`config.mk`:
```
export PLATFORM = sky130hd
export DESIGN_NAME = pipeline_scoreboard_flat
export DESIGN_NICKNAME = d
export VERILOG_FILES = /design/src/rtl/pipeline_scoreboard_if.sv /design/src/rtl/pipeline_scoreboard.sv /design/src/flat_wrapper.sv
export SDC_FILE = /design/constraint.sdc
export NUM_CORES = 1
export LEC_CHECK = 0
export BUFFER_PORTS_ARGS = -buffer_cell sky130_fd_sc_hd__buf_2
export CAP_MARGIN = 30
export CORE_ASPECT_RATIO = 0.9
export CORE_UTILIZATION = 35
export CTS_CLUSTER_SIZE = 12
export DETAILED_ROUTE_END_ITERATION = 10
export PLACE_DENSITY = 0.55
export SLEW_MARGIN = 0
export SYNTH_ARGS = -nofsm -noshare
export SYNTH_HDL_FRONTEND = slang
export SYNTH_SLANG_ARGS = --single-unit
```
`constraint.sdc`:
```
create_clock -name clock -period 2.1 [get_ports clock]
set_input_delay 0.105 -clock clock [delete_from_list [all_inputs] [get_ports clock]]
set_output_delay 0.105 -clock clock [all_outputs]
set_load 0.005 [all_outputs]
```
`src/rtl/pipeline_scoreboard_if.sv`:
```
// ID-stage request and scoreboard response bundle between the decode stage and the scoreboard.
interface pipeline_scoreboard_if #(
  parameter int unsigned NUM_REGS = 32,
  parameter int unsigned STAGES   = 3
);
  localparam int unsigned REG_W = $clog2(NUM_REGS);
  localparam int unsigned SEL_W = $clog2(STAGES + 1);

  logic             id_valid;
  logic [REG_W-1:0] id_rd;
  logic             id_rd_write;
  logic             id_is_load;
  logic [REG_W-1:0] id_rs1;
  logic [REG_W-1:0] id_rs2;
  logic             id_rs1_used;
  logic             id_rs2_used;
  logic             mem_wait;
  logic             flush;
  logic             stall;
  logic             issue;
  logic [SEL_W-1:0] fwd_rs1_sel;
  logic [SEL_W-1:0] fwd_rs2_sel;
  logic [31:0]      stall_count;
  logic [31:0]      flush_count;

  modport master (
    output id_valid, id_rd, id_rd_write, id_is_load, id_rs1, id_rs2,
           id_rs1_used, id_rs2_used, mem_wait, flush,
    input  stall, issue, fwd_rs1_sel, fwd_rs2_sel, stall_count, flush_count
  );

  modport slave (
    input  id_valid, id_rd, id_rd_write, id_is_load, id_rs1, id_rs2,
           id_rs1_used, id_rs2_used, mem_wait, flush,
    output stall, issue, fwd_rs1_sel, fwd_rs2_sel, stall_count, flush_count
  );
endinterface

```
`src/rtl/pipeline_scoreboard.sv`:
```
// In-order pipeline scoreboard: tracks in-flight destinations in EX..WB, resolves
// RAW hazards into a stall or a forwarding select, and counts stall/flush cycles.
module pipeline_scoreboard #(
  parameter int unsigned NUM_REGS   = 32,
  parameter int unsigned STAGES     = 3,
  parameter int unsigned ALU_READY  = 0,
  parameter int unsigned LOAD_READY = 1
) (
  input  logic                 clock,
  input  logic                 reset,
  pipeline_scoreboard_if.slave sb
);
  localparam int unsigned REG_W = $clog2(NUM_REGS);
  localparam int unsigned SEL_W = $clog2(STAGES + 1);

  logic [STAGES-1:0] valid_q, valid_d;
  logic [STAGES-1:0] load_q, load_d;
  logic [REG_W-1:0]  rd_q [STAGES];
  logic [REG_W-1:0]  rd_d [STAGES];
  logic [31:0]       stall_count_q, stall_count_d;
  logic [31:0]       flush_count_q, flush_count_d;

  logic [REG_W-1:0]  src_rs   [2];
  logic              src_used [2];
  logic              src_haz  [2];
  logic [SEL_W-1:0]  src_sel  [2];
  logic              hazard_c;
  logic              stall_c;
  logic              issue_c;

  assign src_rs[0]   = sb.id_rs1;
  assign src_rs[1]   = sb.id_rs2;
  assign src_used[0] = sb.id_rs1_used;
  assign src_used[1] = sb.id_rs2_used;

  // Per-source lookup: youngest writing entry that matches decides hazard vs forward.
  for (genvar g = 0; g < 2; g++) begin : g_src
    logic             found;
    logic             haz;
    logic [SEL_W-1:0] sel;

    always_comb begin
      found = 1'b0;
      haz   = 1'b0;
      sel   = '0;
      for (int unsigned i = 0; i < STAGES; i++) begin
        if (!found && valid_q[i] && (rd_q[i] != '0) && (rd_q[i] == src_rs[g])) begin
          found = 1'b1;
          haz   = (i < (load_q[i] ? LOAD_READY : ALU_READY));
          sel   = SEL_W'(i + 1);
        end
      end
      if (!src_used[g] || (src_rs[g] == '0)) begin
        found = 1'b0;
      end
      src_haz[g] = found && haz;
      src_sel[g] = (found && !haz) ? sel : '0;
    end
  end

  assign hazard_c = sb.id_valid && (src_haz[0] || src_haz[1]);
  assign stall_c  = sb.mem_wait || (hazard_c && !sb.flush);
  assign issue_c  = sb.id_valid && !stall_c && !sb.flush;

  assign sb.stall       = stall_c;
  assign sb.issue       = issue_c;
  assign sb.fwd_rs1_sel = src_sel[0];
  assign sb.fwd_rs2_sel = src_sel[1];
  assign sb.stall_count = stall_count_q;
  assign sb.flush_count = flush_count_q;

  // Next entries: shift toward WB unless memory is stalled; new entry or bubble in EX.
  always_comb begin
    valid_d       = valid_q;
    load_d        = load_q;
    rd_d          = rd_q;
    stall_count_d = stall_count_q;
    flush_count_d = flush_count_q;
    if (!sb.mem_wait) begin
      for (int unsigned i = 1; i < STAGES; i++) begin
        valid_d[i] = valid_q[i-1];
        load_d[i]  = load_q[i-1];
        rd_d[i]    = rd_q[i-1];
      end
      valid_d[0] = issue_c && sb.id_rd_write;
      load_d[0]  = issue_c && sb.id_rd_write && sb.id_is_load;
      rd_d[0]    = sb.id_rd;
      if (hazard_c && !sb.flush && (stall_count_q != '1)) begin
        stall_count_d = stall_count_q + 32'd1;
      end
      if (sb.flush && (flush_count_q != '1)) begin
        flush_count_d = flush_count_q + 32'd1;
      end
    end
  end

  // State registers; reset discards every in-flight entry and clears the counters.
  always_ff @(posedge clock or negedge reset) begin
    if (!reset) begin
      valid_q       <= '0;
      load_q        <= '0;
      for (int unsigned i = 0; i < STAGES; i++) begin
        rd_q[i] <= '0;
      end
      stall_count_q <= '0;
      flush_count_q <= '0;
    end else begin
      valid_q       <= valid_d;
      load_q        <= load_d;
      rd_q          <= rd_d;
      stall_count_q <= stall_count_d;
      flush_count_q <= flush_count_d;
    end
  end
endmodule

```
`src/flat_wrapper.sv`:
```
// flat-port wrapper written by rule: the top's interface ports become plain ports
module pipeline_scoreboard_flat 
#(
  parameter int unsigned NUM_REGS   = 32,
  parameter int unsigned STAGES     = 3,
  parameter int unsigned ALU_READY  = 0,
  parameter int unsigned LOAD_READY = 1
)
  (clock, reset, sb_id_valid, sb_id_rd, sb_id_rd_write, sb_id_is_load, sb_id_rs1, sb_id_rs2, sb_id_rs1_used, sb_id_rs2_used, sb_mem_wait, sb_flush, sb_stall, sb_issue, sb_fwd_rs1_sel, sb_fwd_rs2_sel, sb_stall_count, sb_flush_count);
  pipeline_scoreboard_if #(.NUM_REGS(NUM_REGS), .STAGES(STAGES)) sb_i ();
  input  logic clock;
  input  logic reset;
  input wire logic [$bits(sb_i.id_valid)-1:0] sb_id_valid;
  input wire logic [$bits(sb_i.id_rd)-1:0] sb_id_rd;
  input wire logic [$bits(sb_i.id_rd_write)-1:0] sb_id_rd_write;
  input wire logic [$bits(sb_i.id_is_load)-1:0] sb_id_is_load;
  input wire logic [$bits(sb_i.id_rs1)-1:0] sb_id_rs1;
  input wire logic [$bits(sb_i.id_rs2)-1:0] sb_id_rs2;
  input wire logic [$bits(sb_i.id_rs1_used)-1:0] sb_id_rs1_used;
  input wire logic [$bits(sb_i.id_rs2_used)-1:0] sb_id_rs2_used;
  input wire logic [$bits(sb_i.mem_wait)-1:0] sb_mem_wait;
  input wire logic [$bits(sb_i.flush)-1:0] sb_flush;
  output wire logic [$bits(sb_i.stall)-1:0] sb_stall;
  output wire logic [$bits(sb_i.issue)-1:0] sb_issue;
  output wire logic [$bits(sb_i.fwd_rs1_sel)-1:0] sb_fwd_rs1_sel;
  output wire logic [$bits(sb_i.fwd_rs2_sel)-1:0] sb_fwd_rs2_sel;
  output wire logic [$bits(sb_i.stall_count)-1:0] sb_stall_count;
  output wire logic [$bits(sb_i.flush_count)-1:0] sb_flush_count;
  assign sb_i.id_valid = sb_id_valid;
  assign sb_i.id_rd = sb_id_rd;
  assign sb_i.id_rd_write = sb_id_rd_write;
  assign sb_i.id_is_load = sb_id_is_load;
  assign sb_i.id_rs1 = sb_id_rs1;
  assign sb_i.id_rs2 = sb_id_rs2;
  assign sb_i.id_rs1_used = sb_id_rs1_used;
  assign sb_i.id_rs2_used = sb_id_rs2_used;
  assign sb_i.mem_wait = sb_mem_wait;
  assign sb_i.flush = sb_flush;
  assign sb_stall = sb_i.stall;
  assign sb_issue = sb_i.issue;
  assign sb_fwd_rs1_sel = sb_i.fwd_rs1_sel;
  assign sb_fwd_rs2_sel = sb_i.fwd_rs2_sel;
  assign sb_stall_count = sb_i.stall_count;
  assign sb_flush_count = sb_i.flush_count;
  pipeline_scoreboard #(.NUM_REGS(NUM_REGS), .STAGES(STAGES), .ALU_READY(ALU_READY), .LOAD_READY(LOAD_READY)) u_core (.clock(clock), .reset(reset), .sb(sb_i));
endmodule
```
==> results of run 1 <==
==> cell usage in the layout (no fill, tap or decap), drive strengths merged <==
cell type	synthesis	final
buf	6	156
dfrtp	83	83
xnor2	74	74
nand3	42	42
nand2	26	26
nand4	24	24
mux2	21	21
xor2	18	18
and3	16	16
nor2	15	15
nor3	13	13
inv	9	10
clkbuf	6	9
nor4	9	9
or4	7	7
o21ai	7	7
dlygate4sd3	0	6
nand2b	3	3
and4	3	3
or2	3	3
bufinv	0	3
or3	3	3
nor3b	3	3
and2	2	2
clkinv	0	2
ha	2	2
o22ai	1	1
a41o	1	1
o32ai	1	1
a2111oi	1	1
a311oi	1	1
nor4b	1	1
a211o	1	1
nor4bb	1	1
a22o	1	1
a32o	1	1
nand3b	1	1
clkinvlp	0	1
==> worst max-delay path, stage by stage (launching register included) <==
cell and delay, ns:
dfrtp_2 0.45, xnor2_1 0.16, nand3_1 0.10, or4_4 0.54, buf_4 0.17, mux2_4 0.30
nor2_2 0.08, buf_2 0.11
==> layout make-up <==
type	instances	area, um2	area share
multi-input combinational	302	2401	0.3862
sequential	83	2078	0.3343
timing repair buffer	162	1155	0.1858
clock buffer	9	225.2	0.03622
tap	160	200.2	0.03220
clock inverter	7	123.9	0.01992
inverter	9	33.78	0.005434
==> state kept, by name (all words and copies together) (netlist names) <==
signal,count
u_core.rd_q,15
u_core.sb.flush_count,32
u_core.valid_q,3
u_core.sb.stall_count,32
u_core.load_q,1
==> final timing paths <==
kind	to	slack, ns	from
max	sb_fwd_rs2_sel[0]	-0.25	u_core.rd_q[14]
min	u_core.valid_q[0]	0.03	sb_id_rd_write
max reg2reg	u_core.sb.stall_count[13]	-0.23	u_core.rd_q[14]
min reg2reg	u_core.sb.stall_count[27]	0.47	u_core.sb.stall_count[27]
max in group asynchronous	u_core.sb.flush_count[1]	1.22	reset
min in group asynchronous	u_core.sb.stall_count[25]	0.26	reset
==> repair_timing <==
item | in CTS | in global routing
gates cloned | 2 | 0
setup endpoints to repair | 39 | 47
hold buffers | 6 | 0
pin swaps | 40 | 11
endpoints found under the hold margin | 39 | 0
buffers inserted | 9 | 0
resized for setup | 41 | 16
==> report_power, final <==
part           leakage, nW  switching (mW)  internal (mW)
registers             1.10           0.118           1.70
clock network        0.166           0.685           1.17
logic                 1.55           0.241          0.287
==> per-layer routing <==
layer | global-route usage | routed length [um]
met5 | 0 | 0
met1 | 0.2535 | 5193
met4 | 0.04973 | 128
met3 | 0.05879 | 540
met2 | 0.2878 | 5460
==> cells by family (layout without fill, tap and decap cells) <==
| family | Yosys count | in the layout | synth area share |
|---|---|---|---|
| simple gates | 172 | 172 | 0.2221 |
| flops | 83 | 83 | 0.4795 |
| buf+inv | 21 | 187 | 0.02166 |
| mux | 21 | 21 | 0.05459 |
| xor+xnor | 92 | 92 | 0.1860 |
| compound gates | 15 | 15 | 0.03033 |
| fa+ha+maj | 2 | 2 | 0.005776 |
==> metrics by stage <==
stage | cell area (um2) | power (mW) | hold slack [ns] | utilization | worst slack, ns
floorplan | 4347 | 2.094 | -0.1906 | - | -0.009015
finish | 6217 | 4.205 | 0.02874 | 0.5148 | -0.2479
CTS | 6148 | 4.247 | 0.01699 | 0.5091 | -0.2738
detailed placement | 5411 | 2.350 | 0.09596 | 0.4481 | -0.07879
global placement | 5411 | 2.335 | 0.09204 | 0.4481 | -0.08316
global route | 6217 | 4.405 | 0.02717 | 0.5148 | -0.3640
==> results.cfg, run 1 <==
[die]
initial_core_util = 0.3587
core_mm2 = 0.01208
die-height_um = 107.5
row_count = 38
ios = 94
die_w_um = 119.3
die-area_mm2 = 0.01283

[yosys]
ys_top_cells_by_area = dfrtp_1 48%, xnor2_1 15%, mux2_2 5.2%
synth_flop_cell = dfrtp_1
yosysUniqueCellTypes = 42
async_reset_ff_frac = 1.000
yosysSeqAreaShare = 0.4795
ys_seq_elements = 83
synthCells = 406
synth_top_cell_area_share = 0.4795
yosysMostFrequentCell = dfrtp_1
yosys-top-cells-count = 83 x dfrtp_1, 74 x xnor2_1, 41 x nand3_1
synth.largest_area_cell = dfrtp_1
synth_edf_count = 0
synth_area_mm2 = 0.004332
syn_nets = 432
ys_warn_count = 0
synth_area_per_cell_um2 = 10.67

[setup_path]
crit_path_start_kind = flop
critical_path_class = reg -> out
end_kind = output port
r2r_cells = 11
crit_arrival_ns = 2.24
worst-path-max-fanout = 5
required_ns = 2.00

[sta]
layout_setup_ws_ns = -0.2479
skew_ns = 0.01293
worstMarginPinSlew_ns = 0.4626
fin_crit_ns = 2.348
finalCritPeriodShare = 1.118
rsz0062_at_grt = yes
finalSetupTns_ns = -4.911
setup_viol = 38
max_clock_freq_ghz = 0.4259
slew-limit-headroom = 0.6916
hold_viol_final = 0
timing.final.max_slew_violations = 0

[global_routing]
grt_use_total = 0.1871
grt_pass1_wl_mm = 18.66
antenna_found_initial = 0
overflow = 0
grt_pass1_vias = 3651
grt_max_degree = 50

[place]
portBuffers = 93
dpl.cell_count = 700
place.detailed.hpwl_mm = 8.112
gp_congestion = 0.7978

[routing]
drcViolationCount = 0
ant_nets = 0
detail_route.wl_per_cell_um = 15.47
num_vias = 3728
dr.first_iter.drc_count = 147
drt_pass1_iterations = 4
wirelength_mm = 11.32
drt-vias-per-instance = 5.093

[clocking]
cts_tree = done
htreeDepth = 3
clock_latency_ns = 0.35
clock-sinks = 83
cts_inserted_buffers = 9
clkTransAtPathRegs_ns = 0.06
root_buffer = clkbuf_16
clockBufferDepth = 2

[worst_hold_path]
whs_path_depth = 2
min_path_type = in -> reg

[final_layout]
diodes = 0
drive_gt1_frac = 0.4178
area_growth_pct = 43.53
fillers = 1119
nNetsFinal = 593
stdcell_count = 732

[job]
maxCapViolations = 0

[pwr]
p_leak_nw = 2.815
power.density_mw_per_mm2 = 676.3
ir_drop_mv = 0.4313

[run_status]
status = complete, but fails checks
violations = negative setup slack
Note: power is estimated with default switching activity, not from simulation.
==> run 2, diff against run 1 <==
--- a/config.mk
+++ b/config.mk
@@ -11,6 +11,7 @@
 export CORE_UTILIZATION = 35
 export CTS_CLUSTER_SIZE = 12
 export DETAILED_ROUTE_END_ITERATION = 10
+export MAX_ROUTING_LAYER = met4
 export PLACE_DENSITY = 0.55
 export SLEW_MARGIN = 0
 export SYNTH_ARGS = -nofsm -noshare
==> constraint.sdc (replaced) <==
create_clock -name clock -period 2.1 [get_ports clock]
set_input_delay 0.42 -clock clock [delete_from_list [all_inputs] [get_ports clock]]
set_output_delay 0.42 -clock clock [all_outputs]
set_load 0.005 [all_outputs]
==> run 2 against run 1 <==
Compared with the run above: the run still ends with negative setup slack left; critical path depth is 1 lower; critical endpoint is now sb_fwd_rs1_sel[0]; non-clock buffer count up 9; setup slack lost 0.22 ns; clock-buffer cell count up 2; die area did not move; sequential power about the same; highest routed layer unchanged; core utilization rose by 0.59 points; fmax shrank 8.6%; sequential share of layout area is 0.38 points lower; sequential cell count did not move; wire length is 1.3% higher; first-iteration DRC count rose by 33%; largest cell class unchanged.
==> results.cfg, run 2 (same netlist as run 1, synthesis figures left out) <==
[sta]
layout_setup_ws_ns = -0.4682
rsz0062_at_grt = yes
hold_viol_final = 0
worstMarginPinSlew_ns = 0.5510
slew-limit-headroom = 0.6319
timing.final.max_slew_violations = 0
skew_ns = 0.004552
fin_crit_ns = 2.568
max_clock_freq_ghz = 0.3894
setup_viol = 38
finalCritPeriodShare = 1.223

[clocking]
cts_tree = done
htreeDepth = 3
clockBufferDepth = 2
cts_inserted_buffers = 9
clkTransAtPathRegs_ns = 0.06
clock-sinks = 83
clock_latency_ns = 0.34
root_buffer = clkbuf_16

[routing]
drcViolationCount = 0
met1_length_mm = 5.491
drt_pass1_iterations = 4
dr.first_iter.drc_count = 195
detail_route.wl_per_cell_um = 15.47
num_vias = 3670
top_layer = met4
drt-vias-per-instance = 4.953
ant_nets = 0
wirelength_mm = 11.47
met2_length_mm = 5.342
met3_length_um = 493

[run_status]
violations = negative setup slack
status = complete, but fails checks

[place]
gp_congestion = 0.8308
dpl_cell_area_mm2 = 0.005503
place.detailed.hpwl_mm = 8.298
portBuffers = 93
dpl.cell_count = 715

[global_routing]
grt_use_total = 0.1906
grt_pass1_wl_mm = 18.47
overflow = 0
grt_pass1_vias = 3651
grt_max_degree = 40
antenna_found_initial = 0

[final_layout]
utilization = 0.5207
nNetsFinal = 602
seqCellArea_mm2 = 0.002078
multi_input_area_mm2 = 0.002501
stdcell_count = 741
stdcell_area_mm2 = 0.006289
mostFrequentLayoutCells = 91 x buf_2, 82 x dfrtp_1, 69 x xnor2_1
diodes = 0
drive_gt1_frac = 0.4475
fillers = 1093
area_growth_pct = 45.18
layout_commonest_cell = buf_2

[setup_path]
worst-path-max-fanout = 3
end_kind = output port
cp.buffers_inverters = 1
reg2reg_slack_ns = -0.31
required_ns = 1.68
crit_arrival_ns = 2.15
cp_common_cell = or4_4
crit_family = simple AND/OR/NAND/NOR gates
cp_slowest_cell = or4_4
crit_path_start_kind = flop
critical_path_class = reg -> out
cpPeakStageDelay_ns = 0.54
crit_chain = or4_4 > o21ai_2 > or4_4 > mux2_4 > nor2_4 > buf_2

[die]
ios = 94
die_w_um = 119.3
die-height_um = 107.5
row_count = 38
die-area_mm2 = 0.01283
core_mm2 = 0.01208
initial_core_util = 0.3587

[pwr]
power.density_mw_per_mm2 = 640.9
ir_drop_mv = 0.5446
p_leak_nw = 2.850

[job]
maxCapViolations = 0

[worst_hold_path]
min_path_type = in -> async
-- run 2: per-stage QoR --
stage          worst slack, ns  hold slack [ns]  TNS (ns)  total power, mW
2_1_floorplan        -0.009015           0.1244  -0.01489            2.095
3_3_place_gp           -0.3208           0.4371    -7.965            2.392
3_5_place_dp           -0.3080           0.4417    -7.370            2.410
4_1_cts                -0.5136          0.07156    -10.83            4.069
5_1_grt                -0.5546          0.08833    -15.23            4.225
6_report               -0.4682          0.05458    -11.08            4.030
-- run 2: worst paths after layout --
kind	startpoint	endpoint	cells past startpoint
max in group asynchronous	reset	u_core.rd_q[11]	2
min	reset	u_core.sb.stall_count[14]	1
max reg2reg	u_core.rd_q[11]	u_core.sb.stall_count[6]	9
min in group clock	sb_id_rd[4]	u_core.rd_q[14]	2
max	u_core.rd_q[12]	sb_fwd_rs1_sel[0]	6
min reg2reg	u_core.sb.stall_count[30]	u_core.sb.stall_count[30]	1
-- run 2: timing repair --
item	in CTS	in global routing
setup endpoints to repair	37	39
setup buffers	6	2
gates resized for setup	16	58
pin swaps	8	34
hold buffers	0	0
hold endpoints to repair	0	0
gates cloned	1	1
-- run 2: where the power goes --
part | switching (mW) | internal, mW | total (mW)
sequential | 0.108 | 1.70 | 1.81
clock | 0.642 | 0.958 | 1.60
combinational | 0.281 | 0.337 | 0.618
total | 1.03 | 3.00 | 4.03
-- run 2: worst reg2reg max path: stages (launching register included) --
cell and delay (ns):
dfrtp_2 0.44, buf_6 0.13, xor2_1 0.15, or4_4 0.53, buf_6 0.15, o32ai_4 0.31, buf_12 0.20, clkbuf_16 0.18
nand3_4 0.07, xnor2_2 0.15
-- run 2: cell type report --
type,count,share of cell area
sequential,83,0.3305
multi-input combinational,302,0.3977
inverter,9,0.005372
tap,160,0.03183
clock inverter,5,0.009550
clock buffer,11,0.03860
timing repair buffer,171,0.1864
-- run 2: routing by layer --
layer | vias up | GRT usage
met2 | 68 | 0.2965
met4 | 0 | 0.05787
met5 | - | -
met3 | 12 | 0.04820
li1 | 1791 | -
met1 | 1799 | 0.2447
